<file path="config.mk">
export PLATFORM = sky130hd
export DESIGN_NAME = multi_led_counter
export DESIGN_NICKNAME = d
export VERILOG_FILES = /design/src/rtl/multi_led_counter.sv
export SDC_FILE = /design/constraint.sdc
export NUM_CORES = 1
export LEC_CHECK = 0
export CAP_MARGIN = 25
export CORE_ASPECT_RATIO = 1.25
export CORE_MARGIN = 5
export CORE_UTILIZATION = 55
export CTS_CLUSTER_DIAMETER = 120
export DETAILED_ROUTE_END_ITERATION = 8
export PLACE_DENSITY = 0.81
export SLEW_MARGIN = 25
export SYNTH_ARGS = -nofsm -noshare
export SYNTH_HDL_FRONTEND = slang
export SYNTH_SLANG_ARGS = --single-unit
</file>
<file path="constraint.sdc">
create_clock -name CLK -period 6.7 [get_ports CLK]
set_input_delay 2.01 -clock CLK [delete_from_list [all_inputs] [get_ports CLK]]
set_output_delay 2.01 -clock CLK [all_outputs]
set_load 0.01 [all_outputs]
</file>
<file path="src/rtl/multi_led_counter.sv">
// rtl/multi_led_counter.sv - multi-channel LED counter with per-channel prescaler, step, mode and config handshake
module multi_led_counter #(
   parameter int CHANNELS  = 4,
   parameter int WIDTH     = 8,
   parameter int CNT_WIDTH = 32,
   parameter int STEP      = 10
) (
   input  logic                                               CLK,
   input  logic                                               RST,
   input  logic                                               cfg_valid,
   output logic                                               cfg_ready,
   input  logic [((CHANNELS > 1) ? $clog2(CHANNELS) : 1)-1:0] cfg_ch,
   input  logic [CNT_WIDTH-1:0]                               cfg_step,
   input  logic [1:0]                                         cfg_mode,
   input  logic                                               cfg_clear,
   output logic [CHANNELS*WIDTH-1:0]                          LED,
   output logic [CHANNELS-1:0]                                tick
);

   localparam int CH_W = (CHANNELS > 1) ? $clog2(CHANNELS) : 1;

   localparam logic [1:0] MODE_HOLD   = 2'd0;
   localparam logic [1:0] MODE_UP     = 2'd1;
   localparam logic [1:0] MODE_DOWN   = 2'd2;
   localparam logic [1:0] MODE_BOUNCE = 2'd3;

   localparam logic [WIDTH-1:0] ONES = {WIDTH{1'b1}};

   // handshake is open whenever the block is out of reset; no backpressure
   always_ff @(posedge CLK) begin
      if (RST) begin
         cfg_ready <= 1'b0;
      end else begin
         cfg_ready <= 1'b1;
      end
   end

   for (genvar n = 0; n < CHANNELS; n++) begin : g_ch
      logic [CNT_WIDTH-1:0] count;
      logic [CNT_WIDTH-1:0] step;
      logic [1:0]           mode;
      logic                 dir;
      logic [WIDTH-1:0]     led;
      logic                 tk;

      logic [CNT_WIDTH-1:0] last_count;
      logic                 terminal;
      logic                 hit;
      logic [WIDTH-1:0]     led_nx;
      logic                 dir_nx;

      // step 0 behaves as 1, so the terminal count is then also 0
      assign last_count = (step == '0) ? '0 : step - 1'b1;
      assign terminal   = (count == last_count);
      // out-of-range cfg_ch matches no channel and is silently dropped
      assign hit        = cfg_valid && cfg_ready && (cfg_ch == CH_W'(n));

      // next LED value and bounce direction for a terminal-count update
      always_comb begin
         led_nx = led;
         dir_nx = dir;
         case (mode)
            MODE_UP:   led_nx = led + 1'b1;
            MODE_DOWN: led_nx = led - 1'b1;
            MODE_BOUNCE: begin
               if (!dir && led == ONES) begin
                  dir_nx = 1'b1;
                  led_nx = ONES - 1'b1;
               end else if (dir && led == '0) begin
                  dir_nx = 1'b0;
                  led_nx = {{(WIDTH-1){1'b0}}, 1'b1};
               end else if (dir) begin
                  led_nx = led - 1'b1;
               end else begin
                  led_nx = led + 1'b1;
               end
            end
            default: begin
               led_nx = led;
               dir_nx = dir;
            end
         endcase
      end

      // channel state: config has priority over a coinciding terminal count
      always_ff @(posedge CLK) begin
         if (RST) begin
            count <= '0;
            step  <= CNT_WIDTH'(STEP);
            mode  <= MODE_UP;
            dir   <= 1'b0;
            led   <= '0;
            tk    <= 1'b0;
         end else if (hit) begin
            count <= '0;
            step  <= cfg_step;
            mode  <= cfg_mode;
            dir   <= 1'b0;
            tk    <= 1'b0;
            if (cfg_clear) begin
               led <= '0;
            end
         end else if (mode == MODE_HOLD) begin
            tk <= 1'b0;
         end else if (terminal) begin
            count <= '0;
            led   <= led_nx;
            dir   <= dir_nx;
            tk    <= 1'b1;
         end else begin
            count <= count + 1'b1;
            tk    <= 1'b0;
         end
      end

      assign LED[n*WIDTH +: WIDTH] = led;
      assign tick[n]               = tk;
   end

endmodule

</file>
# After elaboration in Yosys (flattened, before gate mapping)
# Cells that the tools add are included.
# totals
reg_bits,305
out_inout_bits,37
word_cells,184
# classes
addsub,16
eq_ne,31
n_mux,50
n_bitwise,4
reduce_logical,58
# op_table
op,count
$mux W32,8
$mux W8,25
$add A32 B1 Y32 const B,4
$eq A32 B32 Y1,4
$logic_not A32 Y1,4
$sub A32 B1 Y32 const B,4
$pmux W8 S3,4
$add A8 B1 Y8 const B,4
$eq A8 B8 Y1 const B,4
$logic_not A8 Y1,4
$reduce_and A4 Y1,8
$sub A8 B1 Y8 const B,4
$eq A2 B2 Y1 const B,10
$ne A2 B2 Y1 const B,8
$reduce_bool A2 Y1,8
$reduce_bool A4 Y1,4
$logic_and A1 B1 Y1,13
$mux W1,13
$reduce_or A3 Y1,4
$eq A2 B1 Y1 const B,5
$logic_not A2 Y1,5
$reduce_or A2 Y1,4
$logic_not A1 Y1,4
$not A1 Y1,4

# Logic depth before layout (Yosys ltp)
# depth
word_depth,8
mapped_depth,16

# Worst setup path before layout
# OpenSTA, ideal clock, no wires.
# synth_path
path_type,register -> register
from,reg g_ch[1].step[17]
to,reg g_ch[1].count[22]
t_arrival_ns,3.897
required_ns,6.585
slack_ns,2.688
path_stages_with_launch,14
path_buffers,3
period_less_slack_ns,4.012
path_cell_list,dfxtp_1 buf_6 or4_1 or4_4 buf_6 o21ai_2 o311ai_1 a2111oi_2 or4b_1 or4_1 or4_4 o21ai_4 buf_6 nor2_2
# synth_via
elab_chain_cells,4
elab_cells_between_ends,5
# synth_lines
element,line_no,text
from (decl),40,logic [CNT_WIDTH-1:0] step;
from (signal assigned),89,step <= CNT_WIDTH'(STEP);
from (signal assigned),96,step <= cfg_step;
$sub A32 B1 Y32 or $logic_not A32 Y1 (tied branches),53,assign last_count = (step == '0) ? '0 : step - 1'b1;
$mux W32 (*),53,
$eq A32 B32 Y1 (*),54,assign terminal = (count == last_count);
$mux W32 (*),105,end else if (terminal) begin
to (signal assigned),111,count <= count + 1'b1;
to (decl),39,logic [CNT_WIDTH-1:0] count;
# Mark *: on every way between the ends. The rest lies on a longest branch, timed or not.
# A chain may end at the register's enable or synchronous reset.

# Worst setup path after layout
# layout_path
from,reg g_ch[1].step[2]
to,reg g_ch[1].count[25]
# Same word-level chain as after synthesis.

==> results.py <==
metrics = {
    "worst_setup_path": {
        "cp-start-kind": "flop",
        "reg2regPathDepth": 11,
        "cp_data_arrival_time_ns": 5.76,
        "cp_max_fo": 21,
        "r2r_end": "g_ch[1].count[25]$_SDFFE_PP0P_",
        "endpoint_kind": "flop",
        "critPathRequiredTime_ns": 7.17,
        "setup.worst_path.end": "g_ch[1].count[25]$_SDFFE_PP0P_",
        "critPathKind": "flop to flop",
        "beginning_of_the_critical_path": "g_ch[1].step[2]$_SDFFE_PP0P_",
        "worst_r2r_startpoint": "g_ch[1].step[2]$_SDFFE_PP0P_",
        "ff2ff_setup_slack_ns": 1.41,
    },
    "sta": {
        "worst_slew_pin_slew_ns": 0.9744,
        "skew_ns": 0.008437,
        "rsz0062_at_grt": "false",
        "final-max-slew-violation-count": 0,
        "finalWorstPathRequiredPeriod_ns": 5.286,
        "relSlewSlack_pct": 34.44,
        "timing_hold_violations_final": 0,
        "finalSetupTns_ns": 0,
        "setup_viol": 0,
        "max_freq_mhz": 189.2,
        "period_share_pct": 78.89,
    },
    "detailed_routing": {
        "detailroute.via_count": 21250,
        "mean_routed_wirelength_per_cell_um": 20.05,
        "first_iter_violations": 1777,
        "drc": 0,
        "via_per_inst": 6.428,
        "total_routed_length_mm": 66.29,
        "ant_nets": 0,
        "detail_route.first_pass.iterations": 5,
    },
    "flow_run": {
        "max_cap_violations": 0,
    },
    "floorplanning": {
        "dieArea_mm2": 0.04226,
        "initial_utilization_pct": 55.28,
        "dieWidth_um": 184.9,
        "core_area_mm2": 0.03804,
        "io_count": 77,
        "placementRows": 80,
        "die_height_um": 228.6,
    },
    "clock_network": {
        "clkSlewWorstSetupHoldPaths_ns": 0.06,
        "tritoncts": "built",
        "clock_buffer_count_from_cts": 31,
        "clock_latency_ns": 0.59,
        "cts_setup_buffers": 0,
        "cts-hold-fix-buffers": 0,
        "clock-root-buffer": "clkbuf_16",
        "tritoncts_num_sinks": 305,
        "htreeDepth": 1,
        "clock_path_buffers": 3,
        "cts.repair.resized": 0,
    },
    "finish": {
        "fillerInstances": 3511,
        "design.final.nets": 2847,
        "final_layout_size_suffix_gt1_share_pct": 6.615,
        "regArea_mm2": 0.006106,
        "synthToLayoutAreaGrowth_pct": 8.807,
        "final_util_pct": 60.15,
        "multi_input_area_mm2": 0.01383,
    },
    "logic_synthesis": {
        "synthCells": 2856,
        "synth_top_family_by_area": "simple AND/OR/NAND/NOR gates",
        "synth_seq_cells": 305,
        "synth_compound_gate_area_share_pct": 17.40,
        "synth.cells.most_frequent": "nand2_1, dfxtp_1, nor2_1, a21oi_1, clkbuf_1",
        "area_share_of_and_or_nand_nor_cells_after_synthesis_pct": 33.87,
        "synth.area.mux_share_pct": 1.898,
        "synth_area_leaders": "dfxtp_1, nand2_1, xnor2_1",
        "synth_fa_ha_area_share_pct": 1.131,
        "synth_enable_flop_cells": 0,
        "yosys.cell_types.count": 93,
        "synth.largest_area_cell": "dfxtp_1",
        "postSynth.topFlopCell": "dfxtp_1",
        "synth_xor_area_share_pct": 11.37,
        "synth.avg_cell_area_um2": 7.362,
        "ys_seq_area_share_pct": 29.04,
        "synthDominantCellAreaShare_pct": 29.04,
        "syn-num-nets": 2915,
        "synthesis.area_mm2": 0.02103,
        "ys.warnings.count": 0,
        "postSynth.asyncResetShare_pct": 0,
        "synthMostInstantiatedCell": "nand2_1",
    },
    "pwr": {
        "max-vdd-ir-drop_uv": 211.3,
        "total_leakage_power_nw": 7.886,
        "power.density_cell_area_mw_per_mm2": 186.3,
    },
    "placement": {
        "number_of_input_and_output_port_buffers_inserted": 76,
        "placer_congestion": 1.011,
        "dp.final_hpwl_mm": 50.20,
    },
    "global_route": {
        "groute.usage.overall_pct": 30.09,
        "grt_max_degree": 72,
        "global_route.overflow_total": 0,
        "grt_antenna_before_repair": 1,
        "grt_pass1_vias": 19850,
        "grt_pass1_wl_mm": 105.7,
    },
    "hold_path": {
        "whs_path_depth": 2,
        "holdCritPathClass": "flop to flop",
    },
    "status": {
        "run_status": "completed",
    },
}
-- layer usage --
layer	vias to the layer above	share of wire, %	wire, um	global-route usage [%]
met3	188	6.6	4365	4.091
met1	10100	41	26970	38.58
li1	10120	-	-	-
met5	-	0.020	13	0
met4	2	5.2	3456	14.18
met2	843	47	31480	49.78
-- metrics by stage --
stage               cell area, um2  cells  power (mW)  setup slack, ns  hold slack [ns]
floorplan                    21030   2856       2.264            2.688           0.4565
global placement             21770   3246       2.415            1.532           0.4789
detailed placement           21770   3246       2.422            1.463           0.4975
CTS                          22870   3303       4.281            1.439           0.5095
global route                 22870   3304       4.410            1.206           0.5414
finish                       22880   3306       4.262            1.414           0.5135
-- report_power, final --
part	internal [mW]	total (mW)	switching, mW
Combinational	0.180	0.495	0.314
Clock	1.07	1.87	0.794
Sequential	1.84	1.90	0.0594
-- layout by cell type (no fill, tap or decap), types with 31 or more instances in the layout --
cell,instances
clkbuf_16,31
and3_1,36
dfxtp_1,305
nor2_2,32
xnor2_1,137
nand2_1,454
inv_1,71
or3_1,37
nor2_1,256
xor2_1,123
o21ai_0,71
or4_1,49
clkdlybuf4s50_1,75
nor4_1,87
nand3_1,118
a21oi_1,195
nor3_1,90
nand4_1,75
-- registers in the layout, indices dropped and copies added (netlist names) --
| signal | flops |
|---|---|
| g_ch.dir | 4 |
| g_ch.led | 32 |
| cfg_ready | 1 |
| g_ch.count | 128 |
| g_ch.step | 128 |
| g_ch.mode | 8 |
| g_ch.tk | 4 |
-- final cells by class --
| class | count | area share (%) |
|---|---|---|
| sequential | 305 | 26.69 |
| clock buffer | 33 | 3.511 |
| tap | 492 | 2.691 |
| clock inverter | 24 | 1.269 |
| inverter | 72 | 1.181 |
| multi-input combinational | 2275 | 60.45 |
| timing repair buffer | 103 | 4.189 |
| antenna | 2 | 0.02188 |
-- logic make-up after synthesis --
| family | count (synthesis) |
|---|---|
| fa+ha+maj | 19 |
| simple gates | 1408 |
| buf+inv | 276 |
| xor+xnor | 265 |
| mux | 38 |
| compound gates | 545 |
| flops | 305 |
-- worst max-delay path: stages (launching register included) --
cell       delay, ns
dfxtp_1         0.42
nor4_4          0.51
nand4_1         0.49
or4_1           0.72
a32o_1          0.32
a2111oi_2       0.31
or4b_1          0.50
or4_1           0.42
or4_4           0.58
o21ai_4         0.40
buf_4           0.40
nor2_2          0.08
-- how the worst min path moves through the flow --
stage	slack (ns)	startpoint	endpoint
after detailed placement	0.50	g_ch[2].step[7]$_SDFFE_PP0P_	g_ch[2].step[7]$_SDFFE_PP0P_
after global routing	0.54	g_ch[2].step[16]$_SDFFE_PP0P_	g_ch[2].step[16]$_SDFFE_PP0P_
after global placement	0.48	g_ch[3].step[20]$_SDFFE_PP0P_	g_ch[3].step[20]$_SDFFE_PP0P_
final	0.51	g_ch[1].step[25]$_SDFFE_PP0P_	g_ch[1].step[25]$_SDFFE_PP0P_
after floorplan	0.46	g_ch[2].step[7]$_SDFFE_PP0P_	g_ch[2].step[7]$_SDFFE_PP0P_
after CTS	0.51	g_ch[1].step[25]$_SDFFE_PP0P_	g_ch[1].step[25]$_SDFFE_PP0P_
Note: power is estimated with default switching activity, not from simulation.
